[src/rtl/ahb_pkg.sv]
// ahb_pkg: shared AHB encodings and helpers.
//   htrans_e  - HTRANS encodings (IDLE, BUSY, NONSEQ, SEQ)
//   hburst_e  - HBURST encodings
//   burst_len - HBURST to beat count (5 bits); INCR returns 0 because its
//               length is set by the master's request, not by a count.
package ahb_pkg;

  typedef enum logic [1:0] {
    TR_IDLE   = 2'b00,
    TR_BUSY   = 2'b01,
    TR_NONSEQ = 2'b10,
    TR_SEQ    = 2'b11
  } htrans_e;

  typedef enum logic [2:0] {
    BU_SINGLE = 3'b000,
    BU_INCR   = 3'b001,
    BU_WRAP4  = 3'b010,
    BU_INCR4  = 3'b011,
    BU_WRAP8  = 3'b100,
    BU_INCR8  = 3'b101,
    BU_WRAP16 = 3'b110,
    BU_INCR16 = 3'b111
  } hburst_e;

  function automatic logic [4:0] burst_len(input logic [2:0] hburst);
    logic [4:0] len;
    case (hburst)
      BU_SINGLE:           len = 5'd1;
      BU_INCR:             len = 5'd0;
      BU_WRAP4, BU_INCR4:  len = 5'd4;
      BU_WRAP8, BU_INCR8:  len = 5'd8;
      default:             len = 5'd16;
    endcase
    return len;
  endfunction

endpackage

[src/rtl/ahb_arbiter_pick.sv]
// ahb_arbiter_pick: combinational winner search over the request vector.
//   req    in  NUM_MASTER  request bits, bit i = master i
//   start  in  4           first index examined (ascending, wrapping)
//   winner out 4           index of the first set request found
//   valid  out 1           at least one request is set
// Build option AHB_ARBITER_ROUND_ROBIN_EN: defined -> search begins at
// `start`; undefined -> search begins at 0 (fixed priority, lowest wins).
module ahb_arbiter_pick #(
  parameter int NUM_MASTER = 4
) (
  input  logic [NUM_MASTER-1:0] req,
  input  logic [3:0]            start,
  output logic [3:0]            winner,
  output logic                  valid
);

  int base;

`ifdef AHB_ARBITER_ROUND_ROBIN_EN
  assign base = int'(start);
`else
  logic unused_start;
  assign unused_start = ^start;
  assign base = 0;
`endif

  always_comb begin
    int idx;
    winner = '0;
    valid  = 1'b0;
    for (int k = 0; k < NUM_MASTER; k++) begin
      idx = base + k;
      if (idx >= NUM_MASTER) idx = idx - NUM_MASTER;
      // Inner loop keeps every bit-select constant after unrolling.
      for (int i = 0; i < NUM_MASTER; i++) begin
        if (!valid && (i == idx) && req[i]) begin
          valid  = 1'b1;
          winner = 4'(i);
        end
      end
    end
  end

endmodule

[src/rtl/ahb_arbiter.sv]
// ahb_arbiter: burst-aware AHB arbiter. Grant moves only at burst
// boundaries (IDLE, last beat of a fixed burst, or an INCR burst whose
// owner has dropped its request) and parks on DEFAULT_MASTER when idle.
//   HCLK      in  1           bus clock
//   HRESET    in  1           synchronous reset, active-high
//   HBUSREQ   in  NUM_MASTER  per-master request
//   HTRANS    in  2           muxed HTRANS of current address phase
//   HBURST    in  3           muxed HBURST of current address phase
//   HREADY    in  1           bus-wide ready
//   HGRANT    out NUM_MASTER  one-hot grant (registered)
//   HMASTER   out 4           address-phase owner (registered)
//   HMASTER_D out 4           data-phase owner (registered)
// Build option AHB_ARBITER_ROUND_ROBIN_EN selects round-robin over fixed
// priority (see ahb_arbiter_pick).
module ahb_arbiter
  import ahb_pkg::*;
#(
  parameter int NUM_MASTER     = 4,
  parameter int DEFAULT_MASTER = 0
) (
  input  logic                  HCLK,
  input  logic                  HRESET,
  input  logic [NUM_MASTER-1:0] HBUSREQ,
  input  logic [1:0]            HTRANS,
  input  logic [2:0]            HBURST,
  input  logic                  HREADY,
  output logic [NUM_MASTER-1:0] HGRANT,
  output logic [3:0]            HMASTER,
  output logic [3:0]            HMASTER_D
);

  localparam logic [3:0]            DEF_IDX   = 4'(DEFAULT_MASTER);
  localparam logic [NUM_MASTER-1:0] DEF_GRANT = NUM_MASTER'(1) << DEFAULT_MASTER;

  logic [3:0] cnt;
  logic [3:0] last;
  logic [3:0] start;
  logic [3:0] winner;
  logic       win_vld;
  logic [4:0] len;
  logic       cur_req;
  logic       fixed_burst;
  logic       is_xfer;
  logic       last_beat;
  logic       arb_ok;
  logic [3:0] grant_idx;

  assign len         = burst_len(HBURST);
  assign fixed_burst = (HBURST != BU_INCR);
  assign is_xfer     = (HTRANS == TR_NONSEQ) || (HTRANS == TR_SEQ);

  // Request of the current address-phase owner.
  always_comb begin
    cur_req = 1'b0;
    for (int i = 0; i < NUM_MASTER; i++) begin
      if (HMASTER == 4'(i)) cur_req = HBUSREQ[i];
    end
  end

  always_comb begin
    grant_idx = '0;
    for (int i = 0; i < NUM_MASTER; i++) begin
      if (HGRANT[i]) grant_idx = grant_idx | 4'(i);
    end
  end

  // The beat counter is meaningless for INCR (it is loaded with 15), so the
  // count-based terms are restricted to fixed-length bursts. BUSY never ends
  // a burst.
  assign last_beat = (fixed_burst && (HTRANS == TR_NONSEQ) && (len == 5'd1)) ||
                     (fixed_burst && (HTRANS == TR_SEQ) && (cnt == 4'd1)) ||
                     (!fixed_burst && is_xfer && !cur_req);

  assign arb_ok = HREADY && ((HTRANS == TR_IDLE) || last_beat);

  assign start = (last == 4'(NUM_MASTER - 1)) ? 4'd0 : last + 4'd1;

  ahb_arbiter_pick #(
    .NUM_MASTER (NUM_MASTER)
  ) u_pick (
    .req    (HBUSREQ),
    .start  (start),
    .winner (winner),
    .valid  (win_vld)
  );

  always_ff @(posedge HCLK) begin
    if (HRESET) begin
      HGRANT    <= DEF_GRANT;
      HMASTER   <= DEF_IDX;
      HMASTER_D <= DEF_IDX;
      cnt       <= '0;
      last      <= DEF_IDX;
    end else begin
      if (HREADY) begin
        HMASTER   <= grant_idx;
        HMASTER_D <= HMASTER;
        if (HTRANS == TR_NONSEQ) begin
          cnt <= 4'(len - 5'd1);
        end else if (HTRANS == TR_SEQ) begin
          cnt <= cnt - 4'd1;
        end
      end
      if (arb_ok) begin
        if (win_vld) begin
          HGRANT <= NUM_MASTER'(1) << winner;
          last   <= winner;
        end else begin
          HGRANT <= DEF_GRANT;
        end
      end
    end
  end

endmodule

[config.mk]
export PLATFORM = sky130hd
export DESIGN_NAME = ahb_arbiter
export DESIGN_NICKNAME = d
export VERILOG_FILES = /design/src/rtl/ahb_pkg.sv /design/src/rtl/ahb_arbiter_pick.sv /design/src/rtl/ahb_arbiter.sv
export SDC_FILE = /design/constraint.sdc
export NUM_CORES = 1
export LEC_CHECK = 0
export ABC_AREA = 1
export ABC_CLOCK_PERIOD_IN_PS = 3670
export BUFFER_PORTS_ARGS = -buffer_cell sky130_fd_sc_hd__buf_2
export CAP_MARGIN = 20
export CORE_MARGIN = 2
export CORE_UTILIZATION = 45
export CTS_BUF_LIST = sky130_fd_sc_hd__clkbuf_8
export CTS_CLUSTER_DIAMETER = 80
export DETAILED_ROUTE_END_ITERATION = 10
export PLACE_DENSITY_LB_ADDON = 0.3
export SETUP_SLACK_MARGIN = 0.1
export SLEW_MARGIN = 20
export SYNTH_ARGS = -nofsm -noshare
export SYNTH_HDL_FRONTEND = slang
export SYNTH_HIERARCHICAL = 1
export SYNTH_SLANG_ARGS = --single-unit
[constraint.sdc]
create_clock -name HCLK -period 3.67 [get_ports HCLK]
set_input_delay 0.367 -clock HCLK [delete_from_list [all_inputs] [get_ports HCLK]]
set_output_delay 0.367 -clock HCLK [all_outputs]
set_load 0.005 [all_outputs]
# Word level (Yosys, flattened, before mapping)
# Index checks and enable logic that the tools add are counted.
# op_classes
addsub,2
n_eq_ne,13
shifts,1
n_mux,18
reduce_logical,26
# op_table
cell,count
$mux W4,5
$pmux W5 S4,1
$logic_and A1 B1 Y1,10
$mux W1,10
$eq A4 B1 Y1 const B,2
$eq A4 B2 Y1 const B,2
$sub A4 B1 Y4 const B,2
$eq A3 B2 Y1 const B,2
$eq A3 B3 Y1 const B,2
$eq A5 B1 Y1 const B,1
$logic_not A1 Y1,5
$eq A2 B2 Y1 const B,2
$logic_not A4 Y1,1
$logic_or A1 B1 Y1,4
$mux W2,2
$reduce_or A2 Y1,2
$shl A1 B4 Y4 const A,1
$eq A3 B1 Y1 const B,1
$logic_not A3 Y1,1
$ne A3 B1 Y1 const B,1
$logic_not A2 Y1,1
$reduce_and A2 Y1,1
$reduce_bool A2 Y1,1
# totals
reg_bits,16
in_bits,12
output_inout_bits,12
word_cells,64

# Logic depth before layout (Yosys ltp)
# logic_depth
ltp_word,12
depth_mapped,12
ltp_nobuf,12

# Modules after synthesis
# The synthesis kept the hierarchy.
# modules_own_cells
module,instances,cells_per_inst,area_per_inst_um2,seq_area_each_um2
ahb_arbiter,1,153,1023.5,320.3
ahb_arbiter_pick,1,12,67.6,0.0

# Worst setup path after synthesis
# OpenSTA, ideal clock, no wires.
# synth_path
path_kind,in2reg
start,in HBURST[0]
end,reg HGRANT[3]
setup_ns,0.132
arrival_time_ns,1.368
t_required_ns,3.538
setup_slack_ns,2.170
path_stages,11
path_buffers,0
path_cell_list,nor3_1 -> ha_1 -> inv_1 -> nor2_1 -> nand2_1 -> nand2_1 -> nand2_2 -> nand3_4 -> nand2_1 -> nand2_1 -> a21oi_1
# synth_via
elab_chain_cells,9
elab_cells_between_ends,22
classes_between,eq/ne: 7; mux: 1; reduce/logical: 14
# synth_rtl
element,line_no,rtl
start: declaration,ahb_arbiter.sv:25,"input logic [2:0] HBURST,"
$eq A3 B3 Y1 or $eq A3 B2 Y1 (tied branches),ahb_pkg.sv:28,case (hburst)
$reduce_or A2 Y1,ahb_pkg.sv:28,
$pmux W5 S4,ahb_pkg.sv:28,
$eq A5 B1 Y1,ahb_arbiter.sv:70,assign last_beat = (fixed_burst && (HTRANS == TR_NONSEQ) && (len == 5'd1)) ||
$logic_and A1 B1 Y1,ahb_arbiter.sv:70,
$logic_or A1 B1 Y1,ahb_arbiter.sv:70,
$logic_or A1 B1 Y1 (*),ahb_arbiter.sv:71,(fixed_burst && (HTRANS == TR_SEQ) && (cnt == 4'd1)) ||
$logic_or A1 B1 Y1 (*),ahb_arbiter.sv:74,assign arb_ok = HREADY && ((HTRANS == TR_IDLE) || last_beat);
$logic_and A1 B1 Y1 (*),ahb_arbiter.sv:74,
end signal: assignment,ahb_arbiter.sv:106,HGRANT <= NUM_MASTER'(1) << winner;
end: declaration,ahb_arbiter.sv:27,"output logic [NUM_MASTER-1:0] HGRANT,"
# Mark *: on every way between the ends. The rest lies on a longest branch, timed or not.
# A chain may end at the register's enable or synchronous reset.

# Worst setup path in the final report
# layout_path
start,in HBURST[1]
end,reg HGRANT[0]
# Same word-level chain as after synthesis.

==> metrics.md <==
| Metric | Value |
|---|---|
| Met3 Usage GRT | 0.0538 |
| Num CTS Buffers | 3 |
| Hold bufs inserted after CTS | 0 |
| Worst Hold Class | in2reg |
| Via density | 4.74 |
| Avg WL per Cell | 10.8 um |
| Hold WS | 0.420 ns |
| Drt pass-1 iters | 5 |
| Routability congestion estimate | 0.822 |
| Critical Path Fanout Max | 5 |
| CORE AREA | 0.00175 mm^2 |
| Fin crit period | 1.42 ns |
| Global routing's busiest layer | met2 |
| Critical R2R Launch | cnt[1] |
| Die height | 47.1 um |
| Initial core utilization | 0.479 |
| Final period utilization | 0.386 |
| Clock Latency Late Sink | around 0.25 ns |
| Fin. max-slew vios | 0 |
| Max Cap Viol | 0 |
| Endpoint type of the worst setup path | flop |
| # diodes | 0 |
| Post-CTS sizing | 0 |
| Reg2reg setup slack | ~2.4 ns |
| LEAKAGE | 0.483 nW |
| Kind of critical path | in2reg |
| Setup TNS | 0 ns |
| Cell Pwr Density | 362 mW/mm^2 |
| Synth warn | 6 |
| Largest net degree at the start of global routing | 12 |
| Initial antenna violation count | 0 |
| Drc violations | 0 |
| FF-to-FF path depth | 11 |
| Met2 GRT Util | 0.279 |
| # nets final | ~160 |
| DP HPWL | 1440 um |
| Post-CTS Setup Bufs | 0 |
| Worst Hold Launch | HRESET |
| Clock tree buffer depth | 2 |
| # H-tree levels | 1 |
| Critical Path RT | 3.80 ns |
| Root Buffer | clkbuf_8 |
| First-pass GRT wire length | 2850 um |
| Total gr overflow | 0 |
| Status | complete, no violations |
| Mapped cell area | about 840 um^2 |
| FF-to-FF End | HGRANT[0] |
| Worst Skew | 0.00405 ns |
| Fmax | 0.706 GHz |
| # setup viols final | 0 |
| # clock sinks | 12 |
| CP arrival | about 1.6 ns |
| Vias in the first global route | between 600 and 700 |
| Grt met1 use | 0.246 |
| WHS Path Cells | 2 |
| Buffers added on ports | 19 |
| Synthesized area per cell | 6.58 um^2 |
| Share of post-route cells with drive strength above 1 | 0.219 |
| Post-layout util | 0.561 |
| Critical Path Start Type | primary input |
| Mapped Cells | 127 |
| WHS Endpoint | cnt[3] |
| Ports | 24 |
| Initial drt markers | 15 |
| CTS tree | done |
| Die ar. | 0.00222 mm^2 |
| Vias post-DR | 810 |
| Total power | between 0.3 and 0.4 mW |
| Clock slew at reported path FFs | roughly 0.060 ns |
| VDD IR max | 237 uV |
| Area delta synth->final | 17.2% |
| Die width | 47.1 um |
| GRT Resource Usage Total | 0.183 |
| Total wire length | 1840 um |
| Hold Vio Cnt, Final | 0 |
| Row cnt | 15 |
| Post-route antenna net violation count | 0 |
| RSZ-0062 raised after global routing | no |
-- critical path: stages --
cell and delay, ns:
buf_2 0.12, nor3_1 0.24, ha_1 0.19, inv_1 0.04, nor2_1 0.08, nand2_1 0.05
nand2_1 0.07, nand2_2 0.06, nand3_4 0.09, nand2_1 0.11, nand2_1 0.08, nand3_1 0.06
-- layer usage --
layer,wire (um),share of wire
met1,886,0.48
met2,816,0.44
met3,126,0.068
met4,10,0.0054
met5,0,0
-- per-stage QoR --
step / cells / cell area (um^2) / setup WS, ns
after floorplan: 131 / 851 / 2.23
after global placement: 167 / 925 / 2.05
after detailed placement: 167 / 925 / 2.00
after CTS: 171 / 980 / 2.24
after global routing: 171 / 980 / 2.11
final: 171 / 980 / 2.25
-- final cells by class --
class | instances | area (um^2)
repair buffers | 19 | 95.1
clock buffers | 4 | 55.1
flip-flops and latches | 12 | 240
multi-input cells | 90 | 479
well taps | 25 | 31.3
inverters | 21 | 78.8
fillers | 182 | 766
-- registers in the layout, indices dropped and copies added (netlist names) --
signal / flops
HMASTER_D: 2
HMASTER: 2
HGRANT: 4
cnt: 4
-- worst max path at each step --
stage,startpoint,end,slack [ns],cells past startpoint
finish,HBURST[1],HGRANT[0],2.25,12
global route,HBURST[1],HGRANT[0],2.11,12
CTS,HBURST[1],HGRANT[0],2.24,12
detailed placement,HBURST[1],HGRANT[0],2.00,12
global placement,HBURST[0],HGRANT[1],2.05,12
floorplan,HBURST[0],HGRANT[3],2.23,11
-- cells in the final DEF, fill, tap and decap left out, types with 2 or more instances in the layout --
cell	instances
a21oi_2	2
nand2_2	2
inv_2	3
dfxtp_1	12
ha_1	4
nand2_1	23
a21oi_1	8
conb_1	6
clkbuf_8	4
a211oi_1	2
nor3_1	3
o21ai_0	5
a221oi_1	2
nor2_1	13
buf_2	19
nand3_1	13
inv_1	18
-- power by group --
part	internal, mW	total [mW]	switching [mW]
sequential	0.137	0.142	0.00440
clock	0.0950	0.148	0.0534
combinational	0.0252	0.0651	0.0399
Power figures use the tool's default switching activity.
